File: config.mk
export PLATFORM = sky130hd
export DESIGN_NAME = riscv_mem_arbiter_flat
export DESIGN_NICKNAME = d
export VERILOG_FILES = /design/src/rtl/riscv_arb_pkg.sv /design/src/rtl/riscv_mem_arbiter_if.sv /design/src/rtl/riscv_arb_timeout.sv /design/src/rtl/riscv_mem_arbiter.sv /design/src/flat_wrapper.sv
export SDC_FILE = /design/constraint.sdc
export NUM_CORES = 1
export LEC_CHECK = 0
export BUFFER_PORTS_ARGS = -buffer_cell sky130_fd_sc_hd__buf_2
export CAP_MARGIN = 0
export CORE_AREA = 2 2 207 209
export DETAILED_ROUTE_END_ITERATION = 16
export DIE_AREA = 0 0 209 211
export PLACE_DENSITY = 0.57
export SYNTH_ARGS = -nofsm -noshare
export SYNTH_HDL_FRONTEND = slang
export SYNTH_SLANG_ARGS = --single-unit
File: constraint.sdc
create_clock -name clk -period 5.78 [get_ports clk]
set_input_delay 0.867 -clock clk [delete_from_list [all_inputs] [get_ports clk]]
set_output_delay 0.867 -clock clk [all_outputs]
set_load 0.02 [all_outputs]
File: src/rtl/riscv_arb_pkg.sv
// rtl/riscv_arb_pkg.sv - shared types and constants for the IF/DM memory arbiter
// Purpose: FSM state and owner encodings plus the fixed fetch access size.
// Ports: none (package).
package riscv_arb_pkg;

  typedef enum logic [1:0] {
    IDLE = 2'd0,
    BUSY = 2'd1,
    RESP = 2'd2
  } arb_state_t;

  typedef enum logic {
    OWN_IF = 1'b0,
    OWN_DM = 1'b1
  } arb_owner_t;

  // Instruction fetches are always full 64-bit reads.
  localparam logic [2:0] IF_SIZE = 3'b011;

endpackage

File: src/rtl/riscv_mem_arbiter_if.sv
// rtl/riscv_mem_arbiter_if.sv - bundle of fetch, data and downstream memory signals
// Purpose: groups every arbiter bus signal; clk/rstn stay outside.
// Modports: slave = arbiter view, master = environment (core + bus bridge) view.
interface riscv_mem_arbiter_if #(
  parameter int XLEN = 64,
  parameter int PLEN = 64
);

  logic            if_req;
  logic [PLEN-1:0] if_adr;
  logic            if_ack;
  logic            if_err;
  logic [XLEN-1:0] if_q;
  logic            if_flush;

  logic            dm_req;
  logic [PLEN-1:0] dm_adr;
  logic [XLEN-1:0] dm_d;
  logic            dm_we;
  logic [2:0]      dm_size;
  logic            dm_ack;
  logic            dm_err;
  logic [XLEN-1:0] dm_q;

  logic            mem_req;
  logic [PLEN-1:0] mem_adr;
  logic [XLEN-1:0] mem_d;
  logic            mem_we;
  logic [2:0]      mem_size;
  logic            mem_ack;
  logic            mem_err;
  logic [XLEN-1:0] mem_q;

  modport slave (
    input  if_req, if_adr, if_flush,
    input  dm_req, dm_adr, dm_d, dm_we, dm_size,
    input  mem_ack, mem_err, mem_q,
    output if_ack, if_err, if_q,
    output dm_ack, dm_err, dm_q,
    output mem_req, mem_adr, mem_d, mem_we, mem_size
  );

  modport master (
    output if_req, if_adr, if_flush,
    output dm_req, dm_adr, dm_d, dm_we, dm_size,
    output mem_ack, mem_err, mem_q,
    input  if_ack, if_err, if_q,
    input  dm_ack, dm_err, dm_q,
    input  mem_req, mem_adr, mem_d, mem_we, mem_size
  );

endinterface

File: src/rtl/riscv_arb_timeout.sv
// rtl/riscv_arb_timeout.sv - loadable cycle counter with expire flag
// Purpose: counts enabled cycles since the last load; expire marks the TIMEOUT-th one.
// Ports: clk, rstn (async active-low), load (clear count), en (count this cycle),
//        expire (this enabled cycle is number TIMEOUT; never set when TIMEOUT=0).
module riscv_arb_timeout #(
  parameter int TIMEOUT = 255
) (
  input  logic clk,
  input  logic rstn,
  input  logic load,
  input  logic en,
  output logic expire
);

  localparam int W = (TIMEOUT > 1) ? $clog2(TIMEOUT) : 1;
  localparam logic [W-1:0] LAST = W'(TIMEOUT - 1);

  logic [W-1:0] cnt;

  always_ff @(posedge clk or negedge rstn) begin
    if (!rstn) begin
      cnt <= '0;
    end else if (load) begin
      cnt <= '0;
    end else if (en && cnt != LAST) begin
      cnt <= cnt + 1'b1;
    end
  end

  // cnt holds the number of enabled cycles already elapsed, so the match
  // fires during the TIMEOUT-th enabled cycle.
  assign expire = (TIMEOUT != 0) && en && (cnt == LAST);

endmodule

File: src/rtl/riscv_mem_arbiter.sv
// rtl/riscv_mem_arbiter.sv - shares one memory port between fetch (IF) and data (DM)
// Purpose: fixed DM priority with IF starvation guard, one outstanding transfer,
//          fetch-flush discard and bus timeout.
// Ports: clk, rstn (async active-low), bus (riscv_mem_arbiter_if.slave).
module riscv_mem_arbiter
  import riscv_arb_pkg::*;
#(
  parameter int STARVE_LIMIT = 4,
  parameter int TIMEOUT      = 255
) (
  input  logic                 clk,
  input  logic                 rstn,
  riscv_mem_arbiter_if.slave   bus
);

  localparam int SW = (STARVE_LIMIT > 0) ? $clog2(STARVE_LIMIT + 1) : 1;
  localparam logic [SW-1:0] STARVE_MAX = SW'(STARVE_LIMIT);

  arb_state_t    state;
  arb_owner_t    owner;
  logic [SW-1:0] starve_cnt;
  logic          discard;
  logic          tmo_expire;
  logic          drop_if;

  riscv_arb_timeout #(.TIMEOUT(TIMEOUT)) u_timeout (
    .clk    (clk),
    .rstn   (rstn),
    .load   (state == IDLE),
    .en     (state == BUSY),
    .expire (tmo_expire)
  );

  // A flush seen in the completing cycle itself still discards the response.
  assign drop_if = (owner == OWN_IF) && (discard || bus.if_flush);

  always_ff @(posedge clk or negedge rstn) begin
    if (!rstn) begin
      state        <= IDLE;
      owner        <= OWN_IF;
      starve_cnt   <= '0;
      discard      <= 1'b0;
      bus.mem_req  <= 1'b0;
      bus.mem_adr  <= '0;
      bus.mem_d    <= '0;
      bus.mem_we   <= 1'b0;
      bus.mem_size <= '0;
      bus.if_ack   <= 1'b0;
      bus.if_err   <= 1'b0;
      bus.if_q     <= '0;
      bus.dm_ack   <= 1'b0;
      bus.dm_err   <= 1'b0;
      bus.dm_q     <= '0;
    end else begin
      bus.if_ack <= 1'b0;
      bus.if_err <= 1'b0;
      bus.dm_ack <= 1'b0;
      bus.dm_err <= 1'b0;
      case (state)
        IDLE: begin
          discard <= 1'b0;
          // DM wins unless IF is waiting and the guard has saturated.
          if (bus.dm_req && !(bus.if_req && starve_cnt == STARVE_MAX)) begin
            owner        <= OWN_DM;
            bus.mem_adr  <= bus.dm_adr;
            bus.mem_d    <= bus.dm_d;
            bus.mem_we   <= bus.dm_we;
            bus.mem_size <= bus.dm_size;
            bus.mem_req  <= 1'b1;
            state        <= BUSY;
            starve_cnt   <= bus.if_req ? starve_cnt + 1'b1 : '0;
          end else if (bus.if_req) begin
            owner        <= OWN_IF;
            bus.mem_adr  <= bus.if_adr;
            bus.mem_d    <= '0;
            bus.mem_we   <= 1'b0;
            bus.mem_size <= IF_SIZE;
            bus.mem_req  <= 1'b1;
            state        <= BUSY;
            starve_cnt   <= '0;
          end else begin
            starve_cnt   <= '0;
          end
        end
        BUSY: begin
          if (owner == OWN_IF && bus.if_flush) discard <= 1'b1;
          if (bus.mem_err || tmo_expire) begin
            bus.mem_req <= 1'b0;
            state       <= RESP;
            if (owner == OWN_DM) bus.dm_err <= 1'b1;
            else if (!drop_if)   bus.if_err <= 1'b1;
          end else if (bus.mem_ack) begin
            bus.mem_req <= 1'b0;
            state       <= RESP;
            if (owner == OWN_DM) begin
              bus.dm_ack <= 1'b1;
              bus.dm_q   <= bus.mem_q;
            end else if (!drop_if) begin
              bus.if_ack <= 1'b1;
              bus.if_q   <= bus.mem_q;
            end
          end
        end
        RESP: begin
          // The ack/err pulse is on the outputs this cycle; no arbitration here.
          discard <= 1'b0;
          state   <= IDLE;
        end
        default: state <= IDLE;
      endcase
    end
  end

endmodule

File: src/flat_wrapper.sv
// flat-port wrapper written by rule: the top's interface ports become plain ports
module riscv_mem_arbiter_flat import riscv_arb_pkg::*;
#(
  parameter int STARVE_LIMIT = 4,
  parameter int TIMEOUT      = 255
)
  (clk, rstn, bus_if_req, bus_if_adr, bus_if_flush, bus_dm_req, bus_dm_adr, bus_dm_d, bus_dm_we, bus_dm_size, bus_mem_ack, bus_mem_err, bus_mem_q, bus_if_ack, bus_if_err, bus_if_q, bus_dm_ack, bus_dm_err, bus_dm_q, bus_mem_req, bus_mem_adr, bus_mem_d, bus_mem_we, bus_mem_size);
  riscv_mem_arbiter_if #(.XLEN(64), .PLEN(64)) bus_i ();
  input  logic clk;
  input  logic rstn;
  input wire logic [$bits(bus_i.if_req)-1:0] bus_if_req;
  input wire logic [$bits(bus_i.if_adr)-1:0] bus_if_adr;
  input wire logic [$bits(bus_i.if_flush)-1:0] bus_if_flush;
  input wire logic [$bits(bus_i.dm_req)-1:0] bus_dm_req;
  input wire logic [$bits(bus_i.dm_adr)-1:0] bus_dm_adr;
  input wire logic [$bits(bus_i.dm_d)-1:0] bus_dm_d;
  input wire logic [$bits(bus_i.dm_we)-1:0] bus_dm_we;
  input wire logic [$bits(bus_i.dm_size)-1:0] bus_dm_size;
  input wire logic [$bits(bus_i.mem_ack)-1:0] bus_mem_ack;
  input wire logic [$bits(bus_i.mem_err)-1:0] bus_mem_err;
  input wire logic [$bits(bus_i.mem_q)-1:0] bus_mem_q;
  output wire logic [$bits(bus_i.if_ack)-1:0] bus_if_ack;
  output wire logic [$bits(bus_i.if_err)-1:0] bus_if_err;
  output wire logic [$bits(bus_i.if_q)-1:0] bus_if_q;
  output wire logic [$bits(bus_i.dm_ack)-1:0] bus_dm_ack;
  output wire logic [$bits(bus_i.dm_err)-1:0] bus_dm_err;
  output wire logic [$bits(bus_i.dm_q)-1:0] bus_dm_q;
  output wire logic [$bits(bus_i.mem_req)-1:0] bus_mem_req;
  output wire logic [$bits(bus_i.mem_adr)-1:0] bus_mem_adr;
  output wire logic [$bits(bus_i.mem_d)-1:0] bus_mem_d;
  output wire logic [$bits(bus_i.mem_we)-1:0] bus_mem_we;
  output wire logic [$bits(bus_i.mem_size)-1:0] bus_mem_size;
  assign bus_i.if_req = bus_if_req;
  assign bus_i.if_adr = bus_if_adr;
  assign bus_i.if_flush = bus_if_flush;
  assign bus_i.dm_req = bus_dm_req;
  assign bus_i.dm_adr = bus_dm_adr;
  assign bus_i.dm_d = bus_dm_d;
  assign bus_i.dm_we = bus_dm_we;
  assign bus_i.dm_size = bus_dm_size;
  assign bus_i.mem_ack = bus_mem_ack;
  assign bus_i.mem_err = bus_mem_err;
  assign bus_i.mem_q = bus_mem_q;
  assign bus_if_ack = bus_i.if_ack;
  assign bus_if_err = bus_i.if_err;
  assign bus_if_q = bus_i.if_q;
  assign bus_dm_ack = bus_i.dm_ack;
  assign bus_dm_err = bus_i.dm_err;
  assign bus_dm_q = bus_i.dm_q;
  assign bus_mem_req = bus_i.mem_req;
  assign bus_mem_adr = bus_i.mem_adr;
  assign bus_mem_d = bus_i.mem_d;
  assign bus_mem_we = bus_i.mem_we;
  assign bus_mem_size = bus_i.mem_size;
  riscv_mem_arbiter #(.STARVE_LIMIT(STARVE_LIMIT), .TIMEOUT(TIMEOUT)) u_core (.clk(clk), .rstn(rstn), .bus(bus_i));
endmodule
Word-level counts from Yosys, hierarchy flattened

Cells that the tools add are included.

Bitwise gates (word level): 3
Equal/unequal tests: 8
$add $sub $neg: 2
Magnitude comparators: 0
Div/mod/pow operators: 0
$mul: 0
Reductions and logical operators: 21
Mux-type cells: 38
Shift operators: 0

Operators by type and width:

| operator                                             | count |
|---|---|
| 2-to-1 mux 64 bit                                    | 4 |
| 2-to-1 mux 1 bit                                     | 21 |
| 2-to-1 mux 8 bit                                     | 2 |
| 2-to-1 mux 3 bit                                     | 4 |
| adder 8 x 1 -> 8 bit (second input constant)         | 1 |
| equality test 8 bit (second input constant)          | 1 |
| 2-to-1 mux 2 bit                                     | 4 |
| != test 8 bit (second input constant)                | 1 |
| nonzero test 2 bit                                   | 4 |
| logical AND 1 bit                                    | 6 |
| != test 3 x 2 -> 1 bit (second input constant)       | 2 |
| AND reduction 2 bit                                  | 3 |
| AND reduction 5 bit                                  | 1 |
| one-hot mux 1 bit (2 select lines)                   | 2 |
| one-hot mux 2 bit (2 select lines)                   | 1 |
| AND reduction 4 bit                                  | 1 |
| adder 3 x 1 -> 3 bit (second input constant)         | 1 |
| equality test 3 bit (second input constant)          | 1 |
| inverter 1 bit                                       | 3 |
| AND reduction 3 bit                                  | 1 |
| equality test 2 x 1 -> 1 bit (second input constant) | 1 |
| equality test 2 bit (second input constant)          | 1 |
| zero test 2 bit                                      | 1 |
| logical OR 1 bit                                     | 2 |
| other kinds (3)                                      | 3 |

Bits in registers: 280
Latch bits: 0
Bits in read-only memories: 0
Output and inout bits: 265
Logic and storage cells: 88
Input port bits: 267
Bits in writable memories: 0
Memories kept: 0

Longest topological paths before layout

Gate-level depths: netlist (run 1).

Depth in word-level cells: 7
Gate-level depth with buffers: 7
Gate-level depth less buffers: 5

Hierarchy

Synthesis (run 1) repeated with hierarchy kept, for this count alone.

Cell total of the unflattened synthesis: 905
Area, all modules: 11,836.4 um^2

Modules (own cells, without submodules):

| module            | seq. area each (um^2) | cells each | area each (um^2) | times used |
|---|---|---|---|---|
| riscv_mem_arbiter | 6,806.5               | 851        | 11,283.3         | 1 |
| riscv_arb_timeout | 200.2                 | 54         | 553.0            | 1 |

Least setup slack after synthesis (run 1)

OpenSTA, ideal clock, no wires.

Path type: input to register
From: input bus_mem_err
To: register u_core.bus.dm_q[33]
Path slack: 3.734 ns
Required time: 5.652 ns
Arrival: 1.918 ns
Library setup time: 0.128 ns
Stages: 5
Path buffers: 2
Path through: and4bb_2 o211ai_2 buf_4 buf_6 mux2_1

Longest elaborated chain between the ends: 3

Ends and longest elaborated chain:

| what                                 | RTL line                   | source |
|---|---|---|
| start, declared                      | flat_wrapper.sv:20         | `input wire logic [$bits(bus_i.mem_err)-1:0] bus_mem_err;` |
| logical OR 1 bit                     | riscv_mem_arbiter.sv:87    | `if (bus.mem_err \|\| tmo_expire) begin` |
| inverter 1 bit (no source line)      | n/a                        |  |
| AND reduction 4 bit (no source line) | n/a                        |  |
| end signal, assigned                 | riscv_mem_arbiter.sv:97    | `bus.dm_q <= bus.mem_q;` |
| end, declared                        | riscv_mem_arbiter_if.sv:39 | `output dm_ack, dm_err, dm_q,` |

Every way passes these cells.
A chain may end at the register's enable or synchronous reset.

Worst setup path in the final report (run 1)

From: register u_core.u_timeout.cnt[0]
To: register u_core.bus.if_q[36]

Longest elaborated chain between the ends: 5

Ends and longest elaborated chain:

| what                                 | RTL line                   | source |
|---|---|---|
| start, declared                      | riscv_arb_timeout.sv:18    | `logic [W-1:0] cnt;` |
| start signal, assigned               | riscv_arb_timeout.sv:26    | `cnt <= cnt + 1'b1;` |
| equality test 8 bit                  | riscv_arb_timeout.sv:32    | `assign expire = (TIMEOUT != 0) && en && (cnt == LAST);` |
| logical AND 1 bit                    | riscv_arb_timeout.sv:32    |  |
| logical OR 1 bit                     | riscv_mem_arbiter.sv:87    |  |
| inverter 1 bit (no source line)      | n/a                        |  |
| AND reduction 5 bit (no source line) | n/a                        |  |
| end signal, assigned                 | riscv_mem_arbiter.sv:100   | `bus.if_q <= bus.mem_q;` |
| end, declared                        | riscv_mem_arbiter_if.sv:38 | `output if_ack, if_err, if_q,` |

Every way passes these cells.

==> metrics, run 1 <==
status=completed; number of antenna violations at the first check in global routing=2; Int Pwr=5.65 mW; Initial Utilization=0.279; gr usage total=0.166; DRT iter0 DRCs=546; wire per inst=19.0 microns; crit end category=register; Net Count, Synth=1177; Critical Path Start Type=register; Final Slew Violations=0; cts bufs inserted=34; layout cell share with drive strength beyond 1=0.501; max cap viols=0; CTS tree=built; Synth cell types=49; clk_lat worst skew=0.53 ns; cell with the most instances after synthesis=dfrtp_1; Worst slew margin=0.374; core footprint=0.0418 sq mm; DRC Markers=0; Final min period=3.17 ns; Async S/R FF share, synth=1.00; largest net degree at the start of global routing=142; critical path class=reg -> reg; I/O pin count=532; largest area contributor in the netlist=dfrtp_1; GPL Wtd Cong=0.865; hpwl dp=25700 microns; routed vias=9546; DP Worst Slack=2.61 ns; M1 GR Usage=0.201; Crit path required time=6.18 ns; area share of the largest cell type after synthesis=0.602; die area=0.0441 sq mm; GR peak layer=met2; M3 GR Usage=0.0510; clock slew at reported path FFs=0.06 ns; measured slew at the worst slew-check pin=0.939 ns; crit path DAT=3.57 ns; Combinational Power Share=0.416; number of synthesized flops with an enable pin=0; Final Util=0.378; setup tns final=0 ns; met2 Use GR=0.281; #FFs+latches synth=280; H-tree Lvls=2; PostCTS Resize Cnt=0; Storage cell area=0.00701 sq mm; Cell Area, Synth=0.0116 sq mm; CTS Root Buffer Type=clkbuf_16; Multi-input gate area=0.00421 sq mm; Post-CTS Setup Bufs=0; switching share of power=0.401; ranking of synthesized cells by area=dfrtp_1 (60%), mux2_4 (6.5%), mux2_2 (5.2%); P&R area growth vs syn=35.7%; RSZ-0062 raised after global routing=no; hold_buf cts=0; row count=75; Final setup viols=0; die height=211 microns; number of port buffers=531; drt first pass iters=5; Final Hold Fails=0; fill count=4176; Seq/Total Area, Yosys=0.602; global-route wire length before repair=57500 microns; CTS Sinks=280; clock skew=0.0198 ns; GRT overflow=0; Post-Synthesis Cells=906; drt total wl=37300 microns; sw power=3.78 mW; layout net count=1676; Mean Syn Cell Area=12.8 sq um; HP Class=in -> async; die width=209 microns; most instantiated cells after synthesis=dfrtp_1 (280), a21oi_1 (69), nand3_1 (69); P per Cell Area=597 mW/mm^2; Leak=7.99 nW; fmax=0.315 GHz; critical-path maximum fanout=36; leading register cell type out of synthesis=dfrtp_1; Final ANT Viol Nets=0; maximum buffer depth of the clock tree=3; Period Utilization, post-route=0.549; hold slack=0.285 ns; Peak supply drop=0.255 mV; part of the power in registers=0.363; number of global-route vias before repair=9911; clock power share=0.222; YS warnings=0; Final Worst Setup Slack=2.61 ns; vias per cell=4.85
-- path summary, 6_finish.rpt --
path	from	end	cells after the start	slack, ns
max	u_core.u_timeout.cnt[0]	u_core.bus.if_q[36]	7	2.61
min	rstn	u_core.bus.dm_q[18]	1	0.29
max reg2reg	u_core.u_timeout.cnt[0]	u_core.bus.if_q[36]	7	2.61
min reg2reg	u_core.bus.dm_q[38]	u_core.bus.dm_q[38]	1	0.49
max in group asynchronous	rstn	u_core.u_timeout.cnt[5]	2	4.11
min in group clk	u_core.bus.dm_q[38]	u_core.bus.dm_q[38]	1	0.49
-- state kept, by name (all words and copies together) (netlist names) --
register and cells:
u_core.bus.dm_err 1, u_core.starve_cnt 3, u_core.bus.mem_size 3, u_core.bus.dm_ack 1, u_core.u_timeout.cnt 8, u_core.bus.dm_q 64, u_core.bus.if_q 64, u_core.bus.mem_adr 64
u_core.bus.if_ack 1, u_core.discard 1, u_core.state 2, u_core.bus.mem_we 1, u_core.owner 1, u_core.bus.mem_req 1, u_core.bus.mem_d 64, u_core.bus.if_err 1
-- cell type report --
class	count	area share
diodes	1	0.000158
clock buffers	52	0.0646
clock inverters	7	0.00428
inverters	8	0.00190
multi-input cells	536	0.266
flip-flops and latches	280	0.444
well taps	539	0.0427
repair buffers	545	0.176
-- power groups by stage --
stage | Combinational [mW] | Sequential (mW) | Clock (mW)
finish | 3.92 | 3.42 | 2.09
floorplan | 1.39 | 4.48 | 0
global route | 4.18 | 3.54 | 2.25
detailed placement | 3.97 | 3.43 | 0
global placement | 3.93 | 3.42 | 0
CTS | 3.97 | 3.42 | 2.17
-- metrics by stage --
| stage | std cells | instance area [sq um] | total power, mW |
|---|---|---|---|
| global route | 1967 | 15800 | 9.97 |
| global placement | 1908 | 14700 | 7.35 |
| finish | 1968 | 15800 | 9.43 |
| detailed placement | 1908 | 14700 | 7.40 |
| CTS | 1967 | 15800 | 9.56 |
| floorplan | 906 | 11600 | 5.88 |
-- worst max-delay path, cell delays in order (launching register included) --
cell	delay (ns)
dfrtp_1	0.45
inv_1	0.11
ha_1	0.16
nand3_1	0.41
o211ai_4	0.31
buf_4	0.47
buf_4	0.65
mux2_2	0.42
-- kinds of logic (layout without fill, tap and decap cells) --
group,Yosys count,count (layout),synth area share
DFF,280,280,0.602
and+or+nand+nor,117,117,0.0554
AOI/OAI and AO/OA,286,286,0.158
adders and majority gates,4,4,0.00430
muxes,129,129,0.141
buffers and inverters,90,612,0.0395
other,0,1,0
-- cells in the final DEF (no fill, tap or decap), drive strengths merged, types with 2 or more instances in the layout --
master	count
buf	545
dfrtp	280
mux2	128
a21oi	69
nand3	69
o21ai	68
a22o	66
a31oi	64
clkbuf	52
nand2	13
inv	8
nand4	6
clkinv	6
and3	6
nor3	5
ha	4
nor2	4
o211ai	4
nor2b	3
or2	3
o21a	2
a221o	2
o22ai	2
o22a	2
nor4b	2
-- per-layer routing --
metal | vias to the layer above | wire length, microns
met1 | 4694 | 15100
met2 | 414 | 18300
met3 | 65 | 3000
li1 | 4371 | -
met5 | - | 13
met4 | 2 | 961
Note: power is estimated with default switching activity, not from simulation.
==> inputs of run 2 (changes only) <==
--- a/config.mk
+++ b/config.mk
@@ -7,10 +7,10 @@
 export LEC_CHECK = 0
 export BUFFER_PORTS_ARGS = -buffer_cell sky130_fd_sc_hd__buf_2
 export CAP_MARGIN = 0
-export CORE_AREA = 2 2 207 209
+export CORE_AREA = 2 2 209 211
 export DETAILED_ROUTE_END_ITERATION = 16
-export DIE_AREA = 0 0 209 211
-export PLACE_DENSITY = 0.57
+export DIE_AREA = 0 0 211 213
+export PLACE_DENSITY = 0.56
 export SYNTH_ARGS = -nofsm -noshare
 export SYNTH_HDL_FRONTEND = slang
 export SYNTH_SLANG_ARGS = --single-unit
==> constraint.sdc (replaced) <==
create_clock -name clk -period 3.2 [get_ports clk]
set_input_delay 0.48 -clock clk [delete_from_list [all_inputs] [get_ports clk]]
set_output_delay 0.48 -clock clk [all_outputs]
set_load 0.02 [all_outputs]
==> run 2 against run 1 <==
Against the previous run: fmax increased by 23%; first-iteration DRC count decreased by 3.1%; utilization decreased by 0.47 points; design area increased by 0.97%; global-route usage decreased by 1.2 points; combinational power increased by 83%; total power increased by 79%; non-clock buffer count increased by 14; cell count increased by 0.86%; sequential power increased by 80%; clock-buffer cell count decreased by 3; critical endpoint is now u_core.bus.if_q[35]; largest cell class unchanged; largest power group unchanged; highest routed layer unchanged.
==> metrics, run 2 (synthesis results as in run 1) <==
status=completed (unchanged); Worst R2R Setup Slack=0.63 ns (was 2.61 ns); hold_sp=bus_dm_d[21]; Worst slew margin=0.433 (was 0.374); hold slack=0.114 ns (was 0.285 ns); die height=213 microns (was 211 microns); measured slew at the worst slew-check pin=0.851 ns (was 0.939 ns); layout net count=1687 (was 1676); Period Utilization, post-route=0.804 (was 0.549); max cap viols=0 (unchanged); crit end category=register (unchanged); layout cell share with drive strength beyond 1=0.505 (was 0.501); CTS tree=built (unchanged); CP top delay family=compound AO/OA/AOI/OAI gates (was buffers and inverters); drt first pass iters=4 (was 5); critical-path maximum fanout=19 (was 36); P&R area growth vs syn=37.0% (was 35.7%); CTS Sinks=280 (unchanged); top layer in use=met5 (unchanged); fill count=4266 (was 4176); Leak=8.07 nW (was 7.99 nW); global-route wire length before repair=55500 microns (was 57500 microns); Initial Utilization=0.273 (was 0.279); clk_lat worst skew=0.58 ns (was 0.53 ns); crit path DAT=3.03 ns (was 3.57 ns); DRT iter0 DRCs=529 (was 546); routed vias=9546 (unchanged); setup tns final=0 ns (unchanged); hpwl dp=26000 microns (was 25700 microns); GPL Wtd Cong=0.781 (was 0.865); Crit Reg-Reg Startpoint=u_core.u_timeout.cnt[0] (unchanged); H-tree Lvls=1 (was 2); Inserted Diodes=0 (was 1); clock slew at reported path FFs=0.06 ns (about the same); Final Util=0.373 (was 0.378); core footprint=0.0427 sq mm (was 0.0418 sq mm); CTS Root Buffer Type=clkbuf_16 (unchanged); I/O pin count=532 (unchanged); drt total wl=36400 microns (was 37300 microns); PostCTS Resize Cnt=0 (unchanged); critical path class=reg -> reg (unchanged); commonest cells after routing, fill and taps aside=buf_2 (530), dfrtp_1 (280), a21oi_1 (69), nand3_1 (68), o21ai_0 (68) (unchanged); P per Cell Area=1060 mW/mm^2 (was 597 mW/mm^2); RSZ-0062 raised after global routing=no (unchanged); hold depth=2; die width=211 microns (was 209 microns); reg2reg end=u_core.bus.if_q[35] (was u_core.bus.if_q[36]); Final ANT Viol Nets=0 (unchanged); largest net degree at the start of global routing=87 (was 142); vias per cell=4.81 (was 4.85); Design Area, Final=0.0159 sq mm (was 0.0158 sq mm); Met1 Routed Length=15200 microns (was 15100 microns); met3 WL=2900 microns (was 3000 microns); number of global-route vias before repair=9581 (was 9911); gr usage total=0.154 (was 0.166); slowest cell delay on critical path=0.68 ns (was 0.65 ns); Worst Hold Path EP=u_core.bus.mem_d[21]; Peak supply drop=0.464 mV (was 0.255 mV); CP Buf/Inv Count=2 (was 3); die area=0.0449 sq mm (was 0.0441 sq mm); Final min period=2.57 ns (was 3.17 ns); Area after DPL=0.0149 sq mm (was 0.0147 sq mm); crit path cell chain=inv_1 > ha_1 > nand3_1 > o211ai_4 > buf_12 > mux2_2 (was inv_1 > ha_1 > nand3_1 > o211ai_4 > buf_4 > buf_4 > mux2_2); Final Slew Violations=0 (unchanged); Crit-path slowest cell=o211ai_4 (was buf_4); Final setup viols=0 (unchanged); number of port buffers=531 (unchanged); clock skew=0.00744 ns (was 0.0198 ns); worst reg2reg path depth=6 (was 7); wire per inst=18.3 microns (was 19.0 microns); most common cell after layout, fill and taps aside=buf_2 (unchanged); Met2 Wirelength=17400 microns (was 18300 microns); DRC Markers=0 (unchanged); Final Hold Fails=0 (unchanged); HP Class=in -> reg (was in -> async); fmax=0.389 GHz (was 0.315 GHz); maximum buffer depth of the clock tree=3 (unchanged); Critical Path Start Type=register (unchanged); cts bufs inserted=31 (was 34); GRT overflow=0 (unchanged); Crit path required time=3.66 ns (was 6.18 ns); number of antenna violations at the first check in global routing=2 (unchanged); row count=76 (was 75)
run 2: final cells by class:
cell class | count | area [sq um] | share of cell area
repair buffers | 559 | 3010 | 0.188
clock buffers | 49 | 953 | 0.0598
well taps | 546 | 683 | 0.0428
multi-input cells | 536 | 4210 | 0.264
flip-flops and latches | 280 | 7010 | 0.439
clock inverters | 7 | 60.1 | 0.00377
inverters | 8 | 30.0 | 0.00188
run 2: layer usage:
layer,GRT usage,vias up
met5,0,-
met4,0.0457,4
met3,0.0369,58
met2,0.250,416
met1,0.204,4674
li1,-,4394
run 2: timing repair:
item,CTS,global route
endpoints found under the hold margin,79,0
endpoints found under the setup margin,0,0
hold buffers,1,0
buffers inserted,0,0
run 2: report_power, final:
part | total (mW) | switching, mW | internal (mW)
Clock | 3.50 | 1.46 | 2.04
Combinational | 7.18 | 4.36 | 2.81
Sequential | 6.17 | 0.964 | 5.21
run 2: worst max path at each step:
stage                                       start             endpoint  slack, ns  cells after the start
after global routing      u_core.u_timeout.cnt[0]  u_core.bus.if_q[35]       0.47                      6
after detailed placement  u_core.u_timeout.cnt[0]  u_core.bus.if_q[35]       0.58                      6
after floorplan           u_core.u_timeout.cnt[0]  u_core.bus.if_q[10]       1.35                      6
final                     u_core.u_timeout.cnt[0]  u_core.bus.if_q[35]       0.63                      6
after global placement    u_core.u_timeout.cnt[0]  u_core.bus.if_q[35]       0.60                      6
after CTS                 u_core.u_timeout.cnt[0]  u_core.bus.if_q[35]       0.59                      6
run 2: worst reg2reg max path: stages (launching register included):
cell and delay, ns:
dfrtp_1 0.45, inv_1 0.11, ha_1 0.17, nand3_1 0.42, o211ai_4 0.68, buf_12 0.26, mux2_2 0.36
run 2: through the flow:
step           setup slack, ns  power [mW]  cells
2_1_floorplan             1.35        10.6    906
3_3_place_gp             0.605        13.3   1928
3_5_place_dp             0.584        13.5   1928
4_1_cts                  0.591        17.1   1985
5_1_grt                  0.471        17.9   1985
6_report                 0.627        16.8   1985
==> inputs of run 3 (changes only) <==
==> constraint.sdc (replaced) <==
create_clock -name clk -period 2.6 [get_ports clk]
set_input_delay 0.39 -clock clk [delete_from_list [all_inputs] [get_ports clk]]
set_output_delay 0.39 -clock clk [all_outputs]
set_load 0.02 [all_outputs]
==> run 3 against run 2 <==
Against the previous run: fmax is 14% higher; worst setup slack worse by 0.28 ns; highest routed layer unchanged; sequential power rose by 24%; register-to-register slack got worse by 0.28 ns; first-iteration DRC count grew 13%; sequential share of layout area is 0.37 points lower.
==> metrics, run 3 (synthesis results as in run 1) <==
DRC Markers=0 (unchanged); hold depth=2 (unchanged); GR peak layer=met2 (unchanged); worst reg2reg path depth=6 (unchanged); Period Utilization, post-route=0.868 (was 0.804); slowest cell delay on critical path=0.46 ns (was 0.68 ns); Power Total=21.1 mW (was 16.8 mW); commonest cells after routing, fill and taps aside=buf_2 (530), dfrtp_1 (280), a21oi_1 (69), nand3_1 (68), o21ai_0 (68) (unchanged); largest net degree at the start of global routing=68 (was 87); Int Pwr=12.8 mW (was 10.1 mW); die height=213 microns (unchanged); H-tree Lvls=2 (was 1); row count=76 (unchanged); cts bufs inserted=34 (was 31); Final Util=0.377 (was 0.373); CTS Sinks=280 (unchanged); Final min period=2.26 ns (was 2.57 ns); I/O pin count=532 (unchanged); sw power=8.38 mW (was 6.79 mW); CTS tree=built (unchanged); setup tns final=0 ns (unchanged); P&R area growth vs syn=38.2% (was 37.0%); hold slack=0.0795 ns (was 0.114 ns); number of antenna violations at the first check in global routing=2 (unchanged); drt total wl=36800 microns (was 36400 microns); fmax=0.443 GHz (was 0.389 GHz); Combinational Power Share=0.417 (was 0.426); GRT overflow=0 (unchanged); M1 GR Usage=0.198 (was 0.204); wire per inst=18.5 microns (was 18.3 microns); crit path DAT=2.65 ns (was 3.03 ns); global-route wire length before repair=56500 microns (was 55500 microns); P per Cell Area=1310 mW/mm^2 (was 1060 mW/mm^2); crit end category=register (unchanged); layout cell share with drive strength beyond 1=0.505 (about the same); measured slew at the worst slew-check pin=0.744 ns (was 0.851 ns); M3 GR Usage=0.0459 (was 0.0369); Worst slew margin=0.504 (was 0.433); clock power share=0.221 (was 0.208); Final Hold Fails=0 (unchanged); number of global-route vias before repair=9894 (was 9581); drt first pass iters=5 (was 4); Critical Path Start Type=register (unchanged); maximum buffer depth of the clock tree=3 (unchanged); met2 Use GR=0.262 (was 0.250); die area=0.0449 sq mm (unchanged); hpwl dp=26200 microns (was 26000 microns); RSZ-0062 raised after global routing=no (unchanged); gr usage total=0.158 (was 0.154); part of the power in registers=0.361 (was 0.366); Peak supply drop=0.525 mV (was 0.464 mV); clock slew at reported path FFs=0.06 ns (about the same); Crit path required time=2.99 ns (was 3.66 ns); Final Slew Violations=0 (unchanged); max cap viols=0 (unchanged); Final setup viols=0 (unchanged); number of port buffers=531 (unchanged); die width=211 microns (unchanged); DRT iter0 DRCs=597 (was 529); Inserted Diodes=0 (unchanged); clk_lat worst skew=0.53 ns (was 0.58 ns); clock skew=0.0255 ns (was 0.00744 ns); HP Class=in -> reg (unchanged); Design Area, Final=0.0161 sq mm (was 0.0159 sq mm); GPL Wtd Cong=0.789 (was 0.781); status=completed (unchanged); critical-path maximum fanout=64 (was 19); PostCTS Resize Cnt=0 (unchanged); layout net count=1694 (was 1687); routed vias=9665 (was 9546); crit path cell chain=inv_1 > ha_1 > nand3_1 > o211ai_4 > buf_12 > mux2_2 (unchanged); CTS Root Buffer Type=clkbuf_16 (unchanged); Crit-path slowest cell=dfrtp_1 (was o211ai_4); vias per cell=4.85 (was 4.81); most common cell after layout, fill and taps aside=buf_2 (unchanged); Post-CTS Setup Bufs=0 (unchanged); Final ANT Viol Nets=0 (unchanged); hold_buf cts=1 (unchanged); switching share of power=0.397 (was 0.403); Leak=8.13 nW (was 8.07 nW); Initial Utilization=0.273 (unchanged); critical path class=reg -> reg (unchanged); Area after DPL=0.0150 sq mm (was 0.0149 sq mm); core footprint=0.0427 sq mm (unchanged)
run 3: cell count changes in the layout (fill, tap and decap cells not counted), sizes merged:
cell	previous run	this run
clkinvlp	1	0
inv	9	8
buf	558	562
clkinv	5	4
clkbuf	49	52
bufinv	0	2
run 3: metal layers:
metal	wire [microns]	vias up
met5	21	-
met4	819	4
met3	2730	60
met2	17900	399
met1	15300	4791
li1	-	4411
run 3: area by class of cell:
cell class | count | area [sq um]
fillers | 4235 | 26600
flip-flops and latches | 280 | 7010
multi-input cells | 536 | 4210
repair buffers | 563 | 3060
clock buffers | 52 | 1010
well taps | 546 | 683
clock inverters | 6 | 83.8
inverters | 8 | 30.0
run 3: final timing paths:
path / startpoint / endpoint / slack [ns]
hold reg to reg: u_core.bus.dm_q[52] / u_core.bus.dm_q[52] / 0.49
max in group asynchronous: rstn / u_core.bus.mem_adr[14] / 1.42
min in group asynchronous: rstn / u_core.bus.dm_q[62] / 0.44
setup / recovery: u_core.u_timeout.cnt[0] / u_core.bus.if_q[42] / 0.34
hold / removal: bus_dm_d[34] / u_core.bus.mem_d[34] / 0.08
setup reg to reg: u_core.u_timeout.cnt[0] / u_core.bus.if_q[42] / 0.34
run 3: metrics by stage:
step	std cells	setup WS [ns]
floorplan	906	0.749
global placement	1932	0.411
detailed placement	1932	0.370
CTS	1991	0.325
global route	1991	0.204
finish	1991	0.342
run 3: critical path: cells and delay by family, from the launching register on:
kind            cells  cell delay (ns)
compound gates      1             0.27
fa+ha+maj           1             0.17
buf+inv             2             0.47
flops               1             0.46
mux                 1             0.40
simple gates        1             0.22
run 3: power by group through the flow:
stage	Sequential, mW	Clock, mW	Combinational (mW)
after floorplan	9.97	0	3.10
after global placement	7.62	0	8.83
after detailed placement	7.65	0	8.94
after CTS	7.64	4.84	8.92
after global routing	7.89	5.03	9.46
final	7.64	4.68	8.82
